**config.mk**
```make
export PLATFORM = sky130hd
export DESIGN_NAME = tri_bus_arbiter
export DESIGN_NICKNAME = d
export VERILOG_FILES = /design/src/rtl/tri_bus_arbiter_pkg.sv /design/src/rtl/tri_bus_arbiter_rr_picker.sv /design/src/rtl/tri_bus_arbiter.sv
export SDC_FILE = /design/constraint.sdc
export NUM_CORES = 1
export LEC_CHECK = 0
export CAP_MARGIN = 30
export CORE_MARGIN = 4
export CORE_UTILIZATION = 57
export DETAILED_ROUTE_END_ITERATION = 10
export MAX_ROUTING_LAYER = met4
export PLACE_DENSITY = 0.83
export SLEW_MARGIN = 5
export SYNTH_ARGS = -nofsm -noshare
export SYNTH_HDL_FRONTEND = slang
export SYNTH_HIERARCHICAL = 1
export SYNTH_SLANG_ARGS = --single-unit
export TNS_END_PERCENT = 100
```
**constraint.sdc**
```tcl
create_clock -name clk -period 5.4 [get_ports clk]
set_clock_uncertainty 0.05 [all_clocks]
set_input_delay 0.81 -clock clk [delete_from_list [all_inputs] [get_ports clk]]
set_output_delay 0.81 -clock clk [all_outputs]
set_load 0.05 [all_outputs]
```
**src/rtl/tri_bus_arbiter_pkg.sv**
```systemverilog
// Shared types and helpers for the tri-state bus arbiter: FSM state encoding,
// turnaround length and a reference round-robin search.
package tri_bus_pkg;

  typedef enum logic [1:0] {
    ARB_IDLE = 2'd0,
    ARB_TURN = 2'd1,
    ARB_OWN  = 2'd2
  } arb_state_e;

  localparam int TURN_CYCLES = 1;
  localparam int MAX_REQ     = 16;

  typedef struct packed {
    logic       valid;
    logic [3:0] idx;
  } rr_pick_t;

  // First set bit at or after ptr, wrapping at nreq; lowest offset wins.
  function automatic rr_pick_t rr_pick(input logic [MAX_REQ-1:0] req,
                                       input logic [3:0]         ptr,
                                       input int                 nreq);
    rr_pick_t   res;
    logic [3:0] pos;
    res = '0;
    pos = '0;
    for (int k = MAX_REQ - 1; k >= 0; k--) begin
      if (k < nreq) begin
        pos = 4'((int'(ptr) + k) % nreq);
        if (req[pos]) begin
          res.valid = 1'b1;
          res.idx   = pos;
        end
      end
    end
    return res;
  endfunction

endpackage

```
**src/rtl/tri_bus_arbiter_rr_picker.sv**
```systemverilog
// Combinational round-robin picker: rotate the request vector so ptr sits at
// bit 0, priority-encode the lowest set bit, then rotate the index back.
module rr_picker #(
  parameter  int NREQ = 4,
  localparam int IDW  = $clog2(NREQ)
) (
  input  logic [NREQ-1:0] req,
  input  logic [IDW-1:0]  ptr,
  output logic            valid,
  output logic [IDW-1:0]  idx
);

  localparam int DW = IDW + 1;

  logic [2*NREQ-1:0] dbl;
  logic [DW-1:0]     ptr_ext;
  logic [NREQ-1:0]   rot;
  logic [IDW-1:0]    off;
  logic [DW-1:0]     sum;

  always_comb begin
    dbl     = {req, req};
    ptr_ext = {1'b0, ptr};
    rot     = dbl[ptr_ext +: NREQ];
    off     = '0;
    for (int i = NREQ - 1; i >= 0; i--) begin
      if (rot[i]) off = IDW'(i);
    end
    valid = |req;
    sum   = ptr_ext + {1'b0, off};
    if (sum >= DW'(NREQ)) sum = sum - DW'(NREQ);
    idx   = sum[IDW-1:0];
  end

endmodule

```
**src/rtl/tri_bus_arbiter.sv**
```systemverilog
// Round-robin owner sequencer for a shared pull-up bus: grant, one turnaround
// cycle with every driver off, then tenure until done, request drop or timeout.
module tri_bus_arbiter
  import tri_bus_pkg::*;
#(
  parameter  int NREQ     = 4,
  parameter  int HOLD_MAX = 8,
  localparam int IDW      = $clog2(NREQ)
) (
  input  logic            clk,
  input  logic            rst_n,
  input  logic [NREQ-1:0] req,
  input  logic [NREQ-1:0] done,
  output logic [NREQ-1:0] gnt,
  output logic [NREQ-1:0] oe,
  output logic [IDW-1:0]  owner,
  output logic            bus_busy,
  output logic            preempt
);

  localparam int             HW        = $clog2(HOLD_MAX + 1);
  localparam logic [HW-1:0]  HOLD_LAST = HW'(HOLD_MAX - 1);
  localparam logic [HW-1:0]  HOLD_SAT  = HW'(HOLD_MAX);

  arb_state_e      state, state_nxt;
  logic [NREQ-1:0] gnt_nxt, oe_nxt;
  logic [IDW-1:0]  owner_nxt, rr_ptr, rr_ptr_nxt, owner_inc, pick_ptr, pick_idx;
  logic            busy_nxt, preempt_nxt, pick_valid;
  logic [HW-1:0]   hold_cnt, hold_nxt;
  logic            own_req, own_done, others, hold_expired;
  rr_pick_t        ref_pick;

  // gnt is the owner's one-hot in TURN/OWN, so it doubles as the owner mask
  assign own_req   = |(req & gnt);
  assign own_done  = |(done & gnt);
  assign others    = |(req & ~gnt);
  assign owner_inc = (owner == IDW'(NREQ - 1)) ? '0 : owner + IDW'(1);
  assign pick_ptr  = (state == ARB_OWN) ? owner_inc : rr_ptr;

  rr_picker #(.NREQ(NREQ)) u_picker (
    .req   (req),
    .ptr   (pick_ptr),
    .valid (pick_valid),
    .idx   (pick_idx)
  );

  always_comb begin
    state_nxt    = state;
    gnt_nxt      = gnt;
    oe_nxt       = oe;
    owner_nxt    = owner;
    busy_nxt     = bus_busy;
    preempt_nxt  = 1'b0;
    rr_ptr_nxt   = rr_ptr;
    hold_nxt     = hold_cnt;
    hold_expired = 1'b0;
    case (state)
      ARB_IDLE: begin
        if (pick_valid) begin
          state_nxt = ARB_TURN;
          gnt_nxt   = NREQ'(1) << pick_idx;
          owner_nxt = pick_idx;
          busy_nxt  = 1'b1;
          oe_nxt    = '0;
        end
      end
      ARB_TURN: begin
        if (own_req) begin
          state_nxt = ARB_OWN;
          oe_nxt    = gnt;
          hold_nxt  = '0;
        end else begin
          state_nxt = ARB_IDLE;
          gnt_nxt   = '0;
          busy_nxt  = 1'b0;
        end
      end
      ARB_OWN: begin
        if (others && hold_cnt != HOLD_SAT) hold_nxt = hold_cnt + HW'(1);
        hold_expired = others && (hold_cnt == HOLD_LAST);
        // done and request drop take precedence over the timeout
        if (own_done || !own_req || hold_expired) begin
          preempt_nxt = hold_expired && own_req && !own_done;
          oe_nxt      = '0;
          rr_ptr_nxt  = owner_inc;
          if (pick_valid) begin
            state_nxt = ARB_TURN;
            gnt_nxt   = NREQ'(1) << pick_idx;
            owner_nxt = pick_idx;
          end else begin
            state_nxt = ARB_IDLE;
            gnt_nxt   = '0;
            busy_nxt  = 1'b0;
          end
        end
      end
      default: begin
        state_nxt = ARB_IDLE;
        gnt_nxt   = '0;
        oe_nxt    = '0;
        busy_nxt  = 1'b0;
      end
    endcase
  end

  always_ff @(posedge clk or negedge rst_n) begin
    if (!rst_n) begin
      state    <= ARB_IDLE;
      gnt      <= '0;
      oe       <= '0;
      owner    <= '0;
      bus_busy <= 1'b0;
      preempt  <= 1'b0;
      rr_ptr   <= '0;
      hold_cnt <= '0;
    end else begin
      state    <= state_nxt;
      gnt      <= gnt_nxt;
      oe       <= oe_nxt;
      owner    <= owner_nxt;
      bus_busy <= busy_nxt;
      preempt  <= preempt_nxt;
      rr_ptr   <= rr_ptr_nxt;
      hold_cnt <= hold_nxt;
    end
  end

  always_comb ref_pick = rr_pick(MAX_REQ'(req), 4'(pick_ptr), NREQ);

  a_gnt_onehot: assert property (@(posedge clk) disable iff (!rst_n) $onehot0(gnt));
  a_oe_onehot:  assert property (@(posedge clk) disable iff (!rst_n) $onehot0(oe));
  a_oe_is_gnt:  assert property (@(posedge clk) disable iff (!rst_n) (oe != '0) |-> (oe == gnt));
  a_oe_own:     assert property (@(posedge clk) disable iff (!rst_n) (state != ARB_OWN) |-> (oe == '0));
  a_turn_len:   assert property (@(posedge clk) disable iff (!rst_n)
                                 (state == ARB_TURN && TURN_CYCLES == 1) |=> (state != ARB_TURN));
  a_picker:     assert property (@(posedge clk) disable iff (!rst_n)
                                 (pick_valid == ref_pick.valid) &&
                                 (!pick_valid || 4'(pick_idx) == ref_pick.idx));

endmodule

```
==> results of run 1 <==
==> registers in the layout, summed over array words and instances, names as in the netlist <==
register / flops
state: 2
bus_busy: 1
preempt: 1
gnt: 4
owner: 2
oe: 4
hold_cnt: 4
rr_ptr: 2
==> report_power, final <==
part | total [mW] | leakage (nW) | internal [mW] | switching (mW)
clock | 0.0700 | 0.0138 | 0.0260 | 0.0439
combinational | 0.497 | 0.372 | 0.199 | 0.298
sequential | 0.258 | 0.263 | 0.197 | 0.0608
total | 0.825 | 0.649 | 0.422 | 0.403
==> cells by family (layout without fill, tap and decap cells) <==
| logic type | count (synthesis) | after routing | share of synthesized area |
|---|---|---|---|
| and+or+nand+nor | 47 | 47 | 0.207 |
| xor gates and xnor gates | 2 | 2 | 0.0130 |
| adders and majority gates | 5 | 5 | 0.0444 |
| buffers and inverters | 13 | 33 | 0.0425 |
| muxes | 5 | 5 | 0.0435 |
| AOI/OAI and AO/OA | 48 | 48 | 0.279 |
| DFF | 20 | 20 | 0.370 |
==> metal layers <==
| layer | vias up | GRT usage |
|---|---|---|
| met3 | 7 | 0.0322 |
| li1 | 575 | - |
| met2 | 50 | 0.351 |
| met4 | 0 | 0.0881 |
| met1 | 611 | 0.285 |
| met5 | - | - |
==> worst reg2reg max path, cell delays in order, from the launching register on <==
cell	delay [ns]
dfrtp_1	0.55
nor2b_1	0.60
mux2_2	0.49
nand2_1	0.14
nor2_1	0.05
o21ai_0	0.17
o211ai_1	0.11
ha_1	0.21
xor2_1	0.15
xnor2_1	0.30
nand3_1	0.13
a31oi_1	0.20
a211o_1	0.13
==> stage by stage <==
step / hold slack (ns) / power [mW] / cell area (um^2) / worst slack (ns) / utilization
final: 0.467 / 0.825 / 1600 / 2.09 / 0.717
after global routing: 0.478 / 0.886 / 1600 / 1.82 / 0.717
after CTS: 0.471 / 0.821 / 1590 / 2.11 / 0.713
after detailed placement: 0.441 / 0.747 / 1570 / 2.17 / 0.703
after global placement: 0.438 / 0.731 / 1570 / 2.27 / 0.703
after floorplan: 0.425 / 0.626 / 1350 / 2.60 / -
==> cell type report <==
class,count,area [um^2],area share
sequential,20,500,0.313
multi-input combinational,107,795,0.496
inverter,8,30.0,0.0188
clock buffer,3,22.5,0.0141
timing repair buffer,22,218,0.136
tap,28,35.0,0.0219
==> synthesized netlist by cell type (all sizes together), types with 3 or more instances <==
master and instances:
a211o 3, a21oi 9, a22o 6, a31oi 6, buf 3, dfrtp 20
ha 4, inv 8, mux2 4, nand2 7, nand2b 5, nand3 3
nor2 5, nor2b 6, nor3 5, o211ai 3, o21ai 6
==> worst max-delay path by stage <==
stage / startpoint / to / slack (ns) / cells past startpoint
global placement: state[1]$_DFFE_PN0P_ / gnt[2]$_DFFE_PN0P_ / 2.27 / 12
finish: state[1]$_DFFE_PN0P_ / gnt[2]$_DFFE_PN0P_ / 2.09 / 12
global route: state[1]$_DFFE_PN0P_ / gnt[2]$_DFFE_PN0P_ / 1.82 / 12
detailed placement: state[1]$_DFFE_PN0P_ / gnt[2]$_DFFE_PN0P_ / 2.17 / 12
CTS: state[1]$_DFFE_PN0P_ / gnt[2]$_DFFE_PN0P_ / 2.11 / 12
floorplan: owner[0]$_DFFE_PN0P_ / gnt[2]$_DFFE_PN0P_ / 2.60 / 14
==> results.tsv, run 1 <==
metric	value	unit
holdBufCountCts	0	
worstPathBufferInverterCount	0	
rsz0062_at_grt	no	
clock_latency	0.30	ns
met3_wirelength	210	um
post_cts_buffers	0	
min_from	oe[1]$_DFFE_PN0P_	
drt-vias-per-instance	6.61	
synthFlopType	dfrtp_1	
cts_tree	yes	
worst_margin_slew	0.900	ns
synth_edf_count	0	
critical_path_class	reg -> reg	
path_cells	nor2b_1, mux2_2, nand2_1, nor2_1, o21ai_0, o211ai_1, ha_1, xor2_1, xnor2_1, nand3_1, a31oi_1, a211o_1	
core_area	0.00223	mm^2
gr-total-overflow	0	
timing.critical_path.arrival	3.51	ns
antenna_found_initial	0	
synth_cell_types	49	
timing_max_transition_violations_final	0	
setup_viol	0	
grt_start_max_net_pins	21	
die_area	0.00322	mm^2
grt.total_usage	0.222	
min_period_over_period	0.614	
final_estimated_routing_congestion_in_global_placement	0.882	
leading_cell_type_in_the_layout_fill_and_taps_excluded	clkdlybuf4s50_1	
path_clk_slew	0.10	ns
drt_initial_violations	61	
cp_slowest_stage_delay	0.60	ns
wire_per_inst	17.2	um
finalCriticalPeriod	3.31	ns
timing.hold.worst.class	reg -> reg	
drc	0	
syn-instance-count	140	
detailedRoute.firstPassIterationCount	5	
fill_cells	178	
initial_core_util	0.606	
mappedNetlistArea	0.00135	mm^2
dr_total_vias	1243	
chipHeight	56.7	um
peakVddDrop	0.000424	V
power.leakage	0.649	nW
netlist.area_leader.share	0.370	
yosysWarnings	6	
start_kind	flop	
timing.critical_path.max_delay_family	simple AND/OR/NAND/NOR gates	
dieWidth	56.7	um
yosys_register_bits	20	
maxCapViolCount	0	
number_of_global_route_vias_before_repair	1205	
worst-path-max-fanout	10	
yosysSeqAreaShare	0.370	
cts_max_path_buffers	2	
place.port_buffers	21	
drive_above_1_share	0.100	
final_cells	188	
dp.final_hpwl	2420	um
cts_repair_resize_count	0	
detail_route.wirelength	3240	um
global_route_wire_length_before_repair	5540	um
timing.setup.tns	0	ns
worst_r2r_endpoint	gnt[2]$_DFFE_PN0P_	
synth-async-reset-ratio	1.00	
ff2ff_setup_slack	2.09	ns
rows	17	
nets	176	
antenna-diode-count	0	
ant_nets	0	
synthToLayoutAreaGrowth	18.3	%
critPathRequiredTime	5.60	ns
cts_root_buffer	clkbuf_4	
numClockSinks	20	
status	finished clean	
avgSynthCellArea	9.66	um^2
worst_hold_path.num_cells	1	
hold_end	oe[1]$_DFFE_PN0P_	
top_library_cells_by_usage_in_the_layout_fill_and_taps_aside	clkdlybuf4s50_1, dfrtp_1, a21oi_1	
m1WireLength	1400	um
ys_top_cells_by_area	dfrtp_1, a22o_1, ha_1, a21oi_1, mux2_2	
boundaryPins	22	
route.top_layer_used	met4	
critPathSlowestCell	nor2b_1	
numCtsBuffers	3	
powerDensity	515	mW/mm^2
routed-wl-met2	1570	um
hold_violations	0	
worstRegToRegCells	12	
slew_headroom	0.398	
end_kind	flop	
synth_fp_nets	154	
crit-reg2reg-launch	state[1]$_DFFE_PN0P_	
achievable-frequency	302	MHz
dpl.cell_count	184	
clock_tree.htree_level_count	1	
post-synth-top-area-cell	dfrtp_1	
Note: power is estimated with default switching activity, not from simulation.
==> inputs of run 2 (changes only) <==
--- a/config.mk
+++ b/config.mk
@@ -7,10 +7,10 @@
 export LEC_CHECK = 0
 export CAP_MARGIN = 30
 export CORE_MARGIN = 4
-export CORE_UTILIZATION = 57
+export CORE_UTILIZATION = 47
 export DETAILED_ROUTE_END_ITERATION = 10
 export MAX_ROUTING_LAYER = met4
-export PLACE_DENSITY = 0.83
+export PLACE_DENSITY = 0.73
 export SLEW_MARGIN = 5
 export SYNTH_ARGS = -nofsm -noshare
 export SYNTH_HDL_FRONTEND = slang
==> constraint.sdc (replaced) <==
create_clock -name clk -period 2.7 [get_ports clk]
set_clock_uncertainty 0.05 [all_clocks]
set_input_delay 0.405 -clock clk [delete_from_list [all_inputs] [get_ports clk]]
set_output_delay 0.405 -clock clk [all_outputs]
set_load 0.05 [all_outputs]
==> run 2 against run 1 <==
  * Global-route usage fell by 2.5 points
  * Clock-buffer cell count rose by 1
  * Sequential share of layout area fell by 2.8 points
  * Clock power rose by 110%
  * Total power rose by 130%
  * Combinational power rose by 150%
  * Maximum frequency rose by 26%
  * Highest routed layer unchanged
  * Worst setup slack got worse by 2.0 ns
  * Largest power group unchanged
  * Largest cell class unchanged
  * Core utilization fell by 7.6 points
  * Die area rose by 18%
==> results.tsv, run 2 (synthesized netlist as in run 1, its figures left out) <==
metric	value	unit	change
worst-path-max-fanout	5		-5
final_area	0.00177	mm^2	+10%
holdBufCountCts	0		unchanged
gr-total-overflow	0		unchanged
drc	0		unchanged
path_clk_slew	0.11	ns	about the same
finalCriticalPeriod	2.63	ns	-0.686 ns
status	finished clean		
dp.final_hpwl	2510	um	+3.4%
drt_initial_violations	81		+33%
worstRegToRegCells	10		-2
place.port_buffers	21		unchanged
dr_total_vias	1279		+2.9%
power.leakage	0.712	nW	+9.7%
timing_max_transition_violations_final	0		unchanged
antenna_found_initial	0		unchanged
rows	19		+2
powerDensity	1060	mW/mm^2	+100%
hold_violations	0		unchanged
start_kind	flop		
maxCapViolCount	0		unchanged
detail_route.wirelength	3610	um	+12%
dpl.cell_count	197		+7.1%
final_cells	203		+8.0%
antenna-diode-count	0		unchanged
wire_per_inst	17.8	um	+3.3%
detailedRoute.firstPassIterationCount	4		-1
clock_tree.htree_level_count	1		unchanged
nets	187		+6.3%
grt_start_max_net_pins	21		unchanged
slew_headroom	0.542		+0.144
die_area	0.00380	mm^2	+18%
min_period_over_period	0.974		+0.360
dieWidth	61.6	um	+8.7%
end_kind	flop		
cts_tree	yes		
critPathRequiredTime	2.87	ns	-2.73 ns
initial_core_util	0.490		-0.115
clock_latency	0.30	ns	about the same
core_area	0.00276	mm^2	+23%
final_estimated_routing_congestion_in_global_placement	0.939		+6.5%
placed_area	0.00165	mm^2	+5.2%
grt.total_usage	0.198		-0.0245
top_library_cells_by_usage_in_the_layout_fill_and_taps_aside	clkdlybuf4s50_1, dfrtp_1, buf_4		
number_of_global_route_vias_before_repair	1147		-4.8%
cts_max_path_buffers	2		unchanged
leading_cell_type_in_the_layout_fill_and_taps_excluded	clkdlybuf4s50_1		
setup_viol	0		unchanged
cts_root_buffer	clkbuf_4		
global_route_wire_length_before_repair	5390	um	-2.7%
numClockSinks	20		unchanged
worst_r2r_endpoint	gnt[1]$_DFFE_PN0P_		
peakVddDrop	0.000661	V	+56%
chipHeight	61.6	um	+8.7%
worst_margin_slew	0.682	ns	-0.219 ns
numCtsBuffers	3		unchanged
timing.critical_path.arrival	2.80	ns	-0.71 ns
largest_registers	gnt (4), hold_cnt (4), oe (4)		
timing.hold.worst.class	in -> async		
ant_nets	0		unchanged
fill_cells	231		+30%
achievable-frequency	380	MHz	+26%
drt-vias-per-instance	6.30		-4.7%
drive_above_1_share	0.221		+0.121
boundaryPins	22		unchanged
ff2ff_setup_slack	0.07	ns	-2.01 ns
critical_path_class	reg -> reg		
synthToLayoutAreaGrowth	30.6	%	
crit-reg2reg-launch	state[0]$_DFFE_PN0P_		
[run 2: cell count changes in the layout (fill, tap and decap cells not counted), moves of 2 or more]
cell and change:
dfrtp_1 -2, dfrtp_2 +2, ha_1 -2, buf_4 +10
[run 2: layer usage]
| layer | track usage | up-vias | wire, um |
|---|---|---|---|
| li1 | - | 602 | - |
| met2 | 0.288 | 47 | 1760 |
| met1 | 0.276 | 619 | 1580 |
| met5 | - | - | 0 |
| met3 | 0.0314 | 11 | 199 |
| met4 | 0.0697 | 0 | 76 |
[run 2: worst max path at each step]
stage	slack (ns)	depth (start not counted)	start	end
6_report	0.07	10	state[0]$_DFFE_PN0P_	gnt[1]$_DFFE_PN0P_
4_1_cts	0.007	11	state[0]$_DFFE_PN0P_	gnt[1]$_DFFE_PN0P_
3_5_place_dp	0.01	11	req[0]	gnt[2]$_DFFE_PN0P_
5_1_grt	-0.05	10	state[0]$_DFFE_PN0P_	gnt[1]$_DFFE_PN0P_
2_1_floorplan	0.009	15	state[1]$_DFFE_PN0P_	gnt[2]$_DFFE_PN0P_
3_3_place_gp	0.07	11	req[0]	gnt[2]$_DFFE_PN0P_
[run 2: repair_timing]
action | in CTS | in global routing
cloned | 0 | 1
setup buffers | 0 | 1
gates resized for setup | 1 | 14
pin swaps | 0 | 7
setup endpoints to repair | 2 | 4
[run 2: area by class of cell]
class	count	area (um^2)	share of cell area
Timing Repair Buffer	32	293	0.166
Tap cell	31	38.8	0.0220
Clock buffer	4	26.3	0.0149
Inverter	8	30.0	0.0170
Multi-Input combinational cell	108	876	0.496
Sequential cell	20	503	0.285
[run 2: power breakdown]
| part | total, mW | internal [mW] | switching (mW) |
|---|---|---|---|
| sequential | 0.500 | 0.398 | 0.102 |
| combinational | 1.22 | 0.518 | 0.700 |
| clock | 0.147 | 0.0576 | 0.0898 |
[run 2: metrics by stage]
step           power [mW]   util  setup WS [ns]  hold slack, ns  TNS, ns
2_1_floorplan        1.25      -        0.00885          0.0594        0
4_1_cts              1.74  0.611        0.00723           0.380        0
3_3_place_gp         1.53  0.599         0.0716           0.441        0
5_1_grt              1.99  0.641        -0.0495           0.387  -0.0495
3_5_place_dp         1.56  0.599         0.0135           0.446        0
6_report             1.86  0.641         0.0715           0.378        0
[run 2: critical path, cell delays in order, from the launching register on]
cell,delay [ns]
dfrtp_1,0.42
nor2b_4,0.18
mux2_4,0.36
nor4_4,0.30
a21oi_2,0.05
o211ai_1,0.10
ha_2,0.22
xor2_2,0.17
xnor2_2,0.12
a311o_1,0.38
o211ai_1,0.20
==> inputs of run 3 (changes only) <==
--- a/config.mk
+++ b/config.mk
@@ -8,6 +8,7 @@
 export CAP_MARGIN = 30
 export CORE_MARGIN = 4
 export CORE_UTILIZATION = 47
+export CTS_CLUSTER_DIAMETER = 40
 export DETAILED_ROUTE_END_ITERATION = 10
 export MAX_ROUTING_LAYER = met4
 export PLACE_DENSITY = 0.73
==> results of run 3 <==
Same layout as run 2: the final DEF is identical, and so are final timing and power.
